**src/rtl/inst_fetch.sv**
```systemverilog
// Instruction fetch stage feeding inst_decoder.
// Holds the fetch PC, issues word-aligned requests to instruction memory,
// and buffers returned words with their PCs in a small in-order FIFO.
// A redirect restarts fetch at the new target. Responses that are still
// in flight when the redirect happens are counted in drop_cnt and are
// discarded when they return, so only words for the new path reach the FIFO.
module inst_fetch #(
    parameter logic [31:0] RESET_PC = 32'h0000_0000,
    parameter int          DEPTH    = 4,
    parameter int          MAX_OUT  = 4
) (
    input  logic        clk,
    input  logic        rst_n,
    // instruction memory request channel
    output logic        imem_req_valid,
    input  logic        imem_req_ready,
    output logic [31:0] imem_req_addr,
    // instruction memory response channel (in order, >=1 cycle latency)
    input  logic        imem_rsp_valid,
    input  logic [31:0] imem_rsp_data,
    // decoder side
    output logic [31:0] instruction,
    output logic [31:0] inst_pc,
    output logic        inst_valid,
    input  logic        inst_ready,
    // control-flow redirect
    input  logic        redirect_valid,
    input  logic [31:0] redirect_pc,
    output logic        misaligned
);

    localparam int AW = (DEPTH > 1) ? $clog2(DEPTH) : 1;
    localparam int CW = $clog2(DEPTH + 1);
    localparam int OW = $clog2(MAX_OUT + 1);

    // One buffered instruction together with the PC it was fetched from.
    typedef struct packed {
        logic [31:0] inst;
        logic [31:0] pc;
    } fetch_entry_t;

    fetch_entry_t  fifo_mem [DEPTH];
    logic [AW-1:0] wr_ptr;
    logic [AW-1:0] rd_ptr;
    logic [CW-1:0] fifo_cnt;

    // live_cnt: accepted requests whose words will be kept.
    // drop_cnt: accepted requests issued before a redirect; their words
    //           are thrown away as they come back.
    logic [OW-1:0] live_cnt;
    logic [OW-1:0] drop_cnt;

    logic [31:0]   fetch_pc;   // next address to request
    logic [31:0]   resp_pc;    // PC of the next live word to be pushed

    logic [31:0]   room_sum;
    logic [31:0]   credit_sum;
    logic          room_ok;
    logic          credit_ok;
    logic          req_fire;
    logic          rsp_live;
    logic          rsp_stale;
    logic          push;
    logic          pop;
    logic [31:0]   redirect_base;

    // The FIFO must be able to hold every word that is still coming back
    // for the current path, and the memory may have at most MAX_OUT
    // responses pending in total (live and stale alike).
    assign room_sum   = 32'(fifo_cnt) + 32'(live_cnt);
    assign credit_sum = 32'(live_cnt) + 32'(drop_cnt);
    assign room_ok    = room_sum < DEPTH;
    assign credit_ok  = credit_sum < MAX_OUT;

    // Request issue depends only on state and the redirect input. rst_n
    // gates the valid so that it is low for as long as reset is held.
    assign imem_req_valid = rst_n && !redirect_valid && room_ok && credit_ok;
    assign imem_req_addr  = fetch_pc;
    assign req_fire       = imem_req_valid && imem_req_ready;

    // A response is stale while any pre-redirect responses remain, because
    // memory returns them in order ahead of the new path's words.
    assign rsp_stale = imem_rsp_valid && (drop_cnt != '0);
    assign rsp_live  = imem_rsp_valid && (drop_cnt == '0);

    // A live word arriving together with a redirect belongs to the old path.
    assign push = rsp_live && !redirect_valid;

    assign inst_valid  = (fifo_cnt != '0);
    assign instruction = fifo_mem[rd_ptr].inst;
    assign inst_pc     = fifo_mem[rd_ptr].pc;
    assign pop         = inst_valid && inst_ready;

    assign redirect_base = {redirect_pc[31:2], 2'b00};

    // PCs, in-flight counters and FIFO pointers; a redirect overrides all
    // normal updates but still lets a same-cycle pop complete downstream.
    always_ff @(posedge clk or negedge rst_n) begin
        if (!rst_n) begin
            fetch_pc <= RESET_PC;
            resp_pc  <= RESET_PC;
            live_cnt <= '0;
            drop_cnt <= '0;
            wr_ptr   <= '0;
            rd_ptr   <= '0;
            fifo_cnt <= '0;
        end else if (redirect_valid) begin
            fetch_pc <= redirect_base;
            resp_pc  <= redirect_base;
            live_cnt <= '0;
            // every outstanding request becomes stale, less the one whose
            // response is being swallowed right now
            drop_cnt <= drop_cnt + live_cnt - OW'(imem_rsp_valid);
            wr_ptr   <= '0;
            rd_ptr   <= '0;
            fifo_cnt <= '0;
        end else begin
            if (req_fire) begin
                fetch_pc <= fetch_pc + 32'd4;
            end
            if (push) begin
                resp_pc <= resp_pc + 32'd4;
                wr_ptr  <= wr_ptr + AW'(1);
            end
            if (pop) begin
                rd_ptr <= rd_ptr + AW'(1);
            end
            if (rsp_stale) begin
                drop_cnt <= drop_cnt - OW'(1);
            end
            live_cnt <= live_cnt + OW'(req_fire) - OW'(rsp_live);
            fifo_cnt <= fifo_cnt + CW'(push) - CW'(pop);
        end
    end

    // FIFO storage; cleared on reset so the decoder-facing outputs read zero.
    always_ff @(posedge clk or negedge rst_n) begin
        if (!rst_n) begin
            for (int i = 0; i < DEPTH; i++) begin
                fifo_mem[i] <= '0;
            end
        end else if (push) begin
            fifo_mem[wr_ptr] <= '{inst: imem_rsp_data, pc: resp_pc};
        end
    end

    // One-cycle flag for a redirect target that is not word aligned.
    always_ff @(posedge clk or negedge rst_n) begin
        if (!rst_n) begin
            misaligned <= 1'b0;
        end else begin
            misaligned <= redirect_valid && (redirect_pc[1:0] != 2'b00);
        end
    end

    // The issue rule keeps fifo_cnt + live_cnt <= DEPTH, so a live word
    // never finds the FIFO full.
    a_no_overflow: assert property (@(posedge clk) disable iff (!rst_n)
        push |-> (fifo_cnt != CW'(DEPTH)));

    // Memory must not return more words than were requested.
    a_rsp_expected: assert property (@(posedge clk) disable iff (!rst_n)
        imem_rsp_valid |-> (credit_sum != 32'd0));

    // Outstanding requests never exceed the memory's budget.
    a_credit_bound: assert property (@(posedge clk) disable iff (!rst_n)
        credit_sum <= MAX_OUT);

endmodule

```
**config.mk**
```make
export PLATFORM = sky130hd
export DESIGN_NAME = inst_fetch
export DESIGN_NICKNAME = d
export VERILOG_FILES = /design/src/rtl/inst_fetch.sv
export SDC_FILE = /design/constraint.sdc
export NUM_CORES = 1
export LEC_CHECK = 0
export ABC_AREA = 0
export BUFFER_PORTS_ARGS = -buffer_cell sky130_fd_sc_hd__buf_2
export CORE_MARGIN = 10
export CORE_UTILIZATION = 50
export CTS_BUF_LIST = sky130_fd_sc_hd__clkbuf_16
export DETAILED_ROUTE_END_ITERATION = 10
export PLACE_DENSITY = 0.75
export SETUP_SLACK_MARGIN = 0.4
export SYNTH_ARGS = -nofsm -noshare
export SYNTH_HDL_FRONTEND = slang
export SYNTH_SLANG_ARGS = --single-unit
```
**constraint.sdc**
```tcl
create_clock -name clk -period 5.7 [get_ports clk]
set_input_delay 1.425 -clock clk [delete_from_list [all_inputs] [get_ports clk]]
set_output_delay 1.425 -clock clk [all_outputs]
set_load 0.05 [all_outputs]
```
==> results of run 1 <==
[cell type report]
class | count | area, um^2
clock buffers | 37 | 925.9
well taps | 390 | 488.0
multi-input cells | 664 | 6634
fillers | 2344 | 12240
clock inverters | 23 | 277.8
inverters | 22 | 82.58
repair buffers | 177 | 928.4
flip-flops and latches | 322 | 8063
[through the flow]
stage	setup WS (ns)	total power, mW	std cells	cell area (um^2)
after CTS	1.370	8.949	1635	17400
after global placement	0.8802	6.459	1575	16200
after floorplan	0.9090	5.733	1074	15010
after global routing	1.120	9.274	1635	17400
final	1.322	8.835	1635	17400
after detailed placement	0.8409	6.550	1575	16200
[power groups by stage]
stage          Clock [mW]  Combinational [mW]  Sequential (mW)
2_1_floorplan           0                2.57             3.16
3_3_place_gp            0                3.22             3.24
3_5_place_dp            0                3.28             3.27
4_1_cts              2.42                3.29             3.24
5_1_grt              2.51                3.44             3.32
6_report             2.37                3.23             3.24
[cell families after synthesis]
kind of cell	Yosys count
xor+xnor	49
mux	331
buf+inv	88
flops	322
compound gates	72
fa+ha+maj	22
simple gates	186
other cells	1
[cells in the final DEF (no fill, tap or decap), drive strengths merged, types with 10 or more instances in the layout]
cell type / n
clkbuf: 37
nand3: 33
clkinv: 10
o21ai: 33
nand2: 53
nor2: 26
buf: 177
mux2: 265
nand4: 21
xor2: 31
xnor2: 18
mux4: 62
ha: 19
dfrtp: 322
inv: 28
[worst max-delay path by stage]
stage,start,endpoint,cells after the start,slack (ns)
3_3_place_gp,rst_n,live_cnt[2]$_DFF_PN0_,11,0.88
3_5_place_dp,rst_n,live_cnt[2]$_DFF_PN0_,11,0.84
4_1_cts,rst_n,live_cnt[2]$_DFF_PN0_,11,1.37
5_1_grt,rst_n,live_cnt[2]$_DFF_PN0_,11,1.12
6_report,rst_n,live_cnt[2]$_DFF_PN0_,11,1.32
2_1_floorplan,redirect_valid,imem_req_valid,3,0.91
[registers in the layout (all words and copies together), names as in the netlist]
signal / cells
fifo_mem: 248
imem_req_addr: 30
resp_pc: 30
drop_cnt: 3
fifo_cnt: 3
live_cnt: 3
rd_ptr: 2
wr_ptr: 2
misaligned: 1
[routing by layer]
layer  GRT usage [%]  routed length (um)
met1           23.98               14320
met2           28.89               15760
met3           3.723                2080
met4           4.882                 733
met5               0                   0
==> metrics.cfg, run 1 <==
[status]
status=complete, no violations

[timing]
rsz0062_at_grt=no
finalSetupViolCount=0
fin_skew_ns=0.01656
setup-tns-final_ns=0
max_slew.worst_pin.slew_ns=1.033
min_period_ns=4.378
hold_slack_ns=0.4962
hold_violations=0
fin_crit_sh_pct=76.81
clock.fmax_ghz=0.2284
drv_slew=0
relSlewSlack_pct=31.14

[logic_synthesis]
ys_top_cells_by_area=dfrtp_1 54%, mux2_2 20%, mux4_2 9.3%
synthTopCellsByCount=322 x dfrtp_1, 265 x mux2_2, 62 x mux4_2
yosysUniqueCellTypes=45
yosys-mux-area-fraction_pct=29.47
ys_warn_count=0
ys_async_sr_fraction_pct=100.0
syn-instance-count=1071
ys_seq_elements=322
synth_edf_count=0
synth_xor_area_share_pct=2.861
syn_area_per_cell_um2=14.00
synth_fa_ha_area_share_pct=1.985
yosysTopAreaCell=dfrtp_1
yosysMostFrequentCell=dfrtp_1
yosysTopAreaCellShare_pct=53.72
synth_ff_type=dfrtp_1
synth-compound-area-share_pct=3.254
ys_seq_area_share_pct=53.72
synth_top_family_by_area=multiplexers
synth_area_mm2=0.01500
yosys.area_share.simple_pct=6.357

[worst_setup_path]
worst_r2r_path_depth=11
required_ns=6.06
slowest_delay_ns=0.83
startpoint_type=input pin
critical_path_class=input pin to flop
worstPathCellList=buf_8 -> or4b_4 -> a2111oi_4 -> inv_2 -> ha_1 -> inv_1 -> ha_1 -> inv_1 -> fa_1 -> xnor2_1 -> nor2_1
timing.rr.end=live_cnt[2]$_DFF_PN0_
slowest_stage=a2111oi_4
path_max_fanout=43
crit_path_end_kind=flop
worstPathArrival_ns=4.74
critical_path_buf_inv_count=4
regToRegSetupSlack_ns=1.78
cpLargestDelayFamily=adder cells
rr_startpoint=drop_cnt[2]$_DFFE_PN0P_

[floorplanning]
die-height_um=193.2
start_util_pct=50.60
io_pins=169
rows=63
die_area_mm2=0.03732
die_x_um=193.2
core_mm2=0.02964

[routing]
num_vias=9421
drc=0
viasPerCell=5.762
antenna_left=0
drtIter0Drc=516
routed_wl_um=32900
firstDrtPassIters=4
wl_per_cell_um=20.12

[worst_hold_path]
whs_path_depth=1
hp-start=fifo_mem[111]$_DFFE_PN0P_
min_path_type=flop to flop
hold_end=fifo_mem[111]$_DFFE_PN0P_

[cts]
cts-htree-levels=2
clock_latency_ns=0.50
cts_resized=0
clock-sinks=322
cts_root_buf=clkbuf_16
cts.clk_slew.worst_paths_ns=0.06
post_cts.repair.setup_buffers=0
ctsHoldBuffers=0
cts_buffer_depth=3
numCtsBuffers=35
cts_tree=done

[power_and_ir_drop]
clkPwrFrac_pct=26.8
p_seq_share_pct=36.6
sw_frac_of_total_pct=37.65
p_int_mw=5.509
leakagePower_nw=8.263
power_frac_comb_pct=36.5
power.net_switching_mw=3.326
p_per_area_mw_per_mm2=507.8
peakVddDrop_v=0.0002244

[global_routing]
grt_pass1_wl_um=53680
grt_max_degree=85
grtUsageTotal_pct=17.83
grt_pass1_vias=10140
gr-total-overflow=0
antenna_found_initial=0

[placement]
dpl.hpwl_um=21540
gp_congestion=0.8954
place.port_buffers=164

[cells_and_area]
finish.utilization_pct=58.70
finalNetCount=1314
area_growth_pct=16.01
n_antenna_cell=0
drive_above_1_share_pct=45.38

[flow_run]
cap_viol_max_count=0

Note: power is estimated with default switching activity, not from simulation.
==> run 2: changes to the inputs <==
--- a/config.mk
+++ b/config.mk
@@ -11,7 +11,7 @@
 export CORE_UTILIZATION = 50
 export CTS_BUF_LIST = sky130_fd_sc_hd__clkbuf_16
 export DETAILED_ROUTE_END_ITERATION = 10
-export PLACE_DENSITY = 0.75
+export PLACE_DENSITY = 0.78
 export SETUP_SLACK_MARGIN = 0.4
 export SYNTH_ARGS = -nofsm -noshare
 export SYNTH_HDL_FRONTEND = slang
==> constraint.sdc (replaced) <==
create_clock -name clk -period 4 [get_ports clk]
set_input_delay 1 -clock clk [delete_from_list [all_inputs] [get_ports clk]]
set_output_delay 1 -clock clk [all_outputs]
set_load 0.05 [all_outputs]
==> run 2 against run 1 <==
Count of clock-buffer cells in the layout fell by 1. Final cell count rose by 1.1%. Register-to-register slack got worse by 0.93 ns. Sequential power rose by 42%. Sequential share of layout area fell by 0.26 points. Critical path depth fell by 8. Clock skew rose by 0.0014 ns. Clock power rose by 31%. Die area did not move. Cell area rose by 0.56%. Wire length rose by 3.7%. Critical path type is now flop to output port. Largest cell class unchanged.
==> metrics.cfg, run 2 (synthesis gave the netlist of run 1 again) <==
[status]
status=complete, no violations

[placement]
place.port_buffers=164
place_ws_ns=0.7396
gp_congestion=0.9244
dp.cells=1587
dpl.hpwl_um=23160

[timing]
hold_slack_ns=0.4964
fin_skew_ns=0.01795
clock.fmax_ghz=0.2888
min_period_ns=3.463
setup-tns-final_ns=0
drv_slew=0
relSlewSlack_pct=33.02
max_slew.worst_pin.slew_ns=1.005
finalSetupViolCount=0
rsz0062_at_grt=no
hold_violations=0
fin_ws_ns=0.5371
fin_crit_sh_pct=86.57

[cells_and_area]
drive_above_1_share_pct=45.84
finalNetCount=1327
area_growth_pct=16.66
final_cell_mix=320 x dfrtp_1, 265 x mux2_2, 163 x buf_2, 62 x mux4_2, 49 x nand2_1
final_common_cell=dfrtp_1
nFillCells=2322
top_register=fifo_mem
n_antenna_cell=0
largest_reg_flops=248
fin_cells=1653

[global_routing]
antenna_found_initial=0
grt_pass1_wl_um=55290
grtUsageTotal_pct=18.52
gr-total-overflow=0
grt_max_degree=83
grt_pass1_vias=10220

[worst_setup_path]
critical_path_class=flop to output port
path_max_fanout=25
required_ns=3.00
startpoint_type=flop
worstPathArrival_ns=2.46
crit_path_end_kind=output port

[cts]
cts_buffer_depth=3
cts.clk_slew.worst_paths_ns=0.06
cts-htree-levels=2
clock-sinks=322
cts_resized=0
numCtsBuffers=36
clock_latency_ns=0.52
ctsHoldBuffers=0
cts_root_buf=clkbuf_16
post_cts.repair.setup_buffers=0
cts_tree=done

[floorplanning]
die-height_um=193.2
die_x_um=193.2
io_pins=169
die_area_mm2=0.03732
core_mm2=0.02964
rows=63
start_util_pct=50.60

[power_and_ir_drop]
p_per_area_mw_per_mm2=708.0
fin_total_pwr_mw=12.39
leakagePower_nw=8.323
peakVddDrop_v=0.0004169

[routing]
drc=0
antenna_left=0
firstDrtPassIters=5
num_vias=9476
viasPerCell=5.733
wl_per_cell_um=20.64
routed_wl_um=34120
drtIter0Drc=544

[flow_run]
cap_viol_max_count=0

[worst_hold_path]
min_path_type=flop to flop

## run 2: changes by cell type in the layout (fill, tap and decap cells not counted), moves of 2 or more
cell / change
buf_12: +7
buf_4: +5
clkinv_2: +2
clkinv_1: +2
bufinv_16: -5
inv_1: +3
## run 2: worst max-delay path, cell delays in order, from the launching register on
cell and delay [ns]:
dfrtp_2 0.87, buf_4 0.44, mux4_2 0.38, buf_2 0.23
## run 2: final timing paths
| check | startpoint | endpoint | slack (ns) | cells past startpoint |
|---|---|---|---|---|
| max | rd_ptr[1]$_DFFE_PN0P_ | instruction[7] | 0.54 | 3 |
| min | fifo_mem[120]$_DFFE_PN0P_ | fifo_mem[120]$_DFFE_PN0P_ | 0.50 | 1 |
| max reg2reg | drop_cnt[2]$_DFFE_PN0P_ | live_cnt[2]$_DFF_PN0_ | 0.85 | 11 |
| min reg2reg | fifo_mem[120]$_DFFE_PN0P_ | fifo_mem[120]$_DFFE_PN0P_ | 0.50 | 1 |
| max in group asynchronous | rst_n | fifo_mem[168]$_DFFE_PN0P_ | 2.00 | 3 |
| min in group asynchronous | rst_n | imem_req_addr[29]$_DFFE_PN0N_ | 0.56 | 2 |
## run 2: where the power goes
group	total [mW]	switching [mW]	internal, mW
Clock	3.11	1.32	1.79
Combinational	4.69	2.92	1.77
Sequential	4.59	0.581	4.01
Total	12.4	4.82	7.56
## run 2: metrics by stage
step | area (um^2) | util, %
floorplan | 15010 | -
global placement | 16380 | 55.26
detailed placement | 16380 | 55.26
CTS | 17500 | 59.03
global route | 17500 | 59.03
finish | 17500 | 59.03
## run 2: cell type report
| cell class | instances | area (um^2) | share of cell area [%] |
|---|---|---|---|
| timing repair buffer | 189 | 1106 | 6.321 |
| tap | 390 | 488.0 | 2.789 |
| inverter | 22 | 82.58 | 0.4720 |
| sequential | 322 | 8063 | 46.08 |
| clock inverter | 30 | 217.7 | 1.244 |
| multi-input combinational | 664 | 6639 | 37.94 |
| clock buffer | 36 | 900.9 | 5.149 |
## run 2: layer usage
| metal | wire length (um) | global-route usage [%] | up-vias |
|---|---|---|---|
| li1 | - | - | 4253 |
| met1 | 14700 | 24.87 | 4839 |
| met2 | 16520 | 30.26 | 334 |
| met3 | 2287 | 3.921 | 50 |
| met4 | 604 | 4.527 | 0 |
| met5 | 0 | 0 | - |
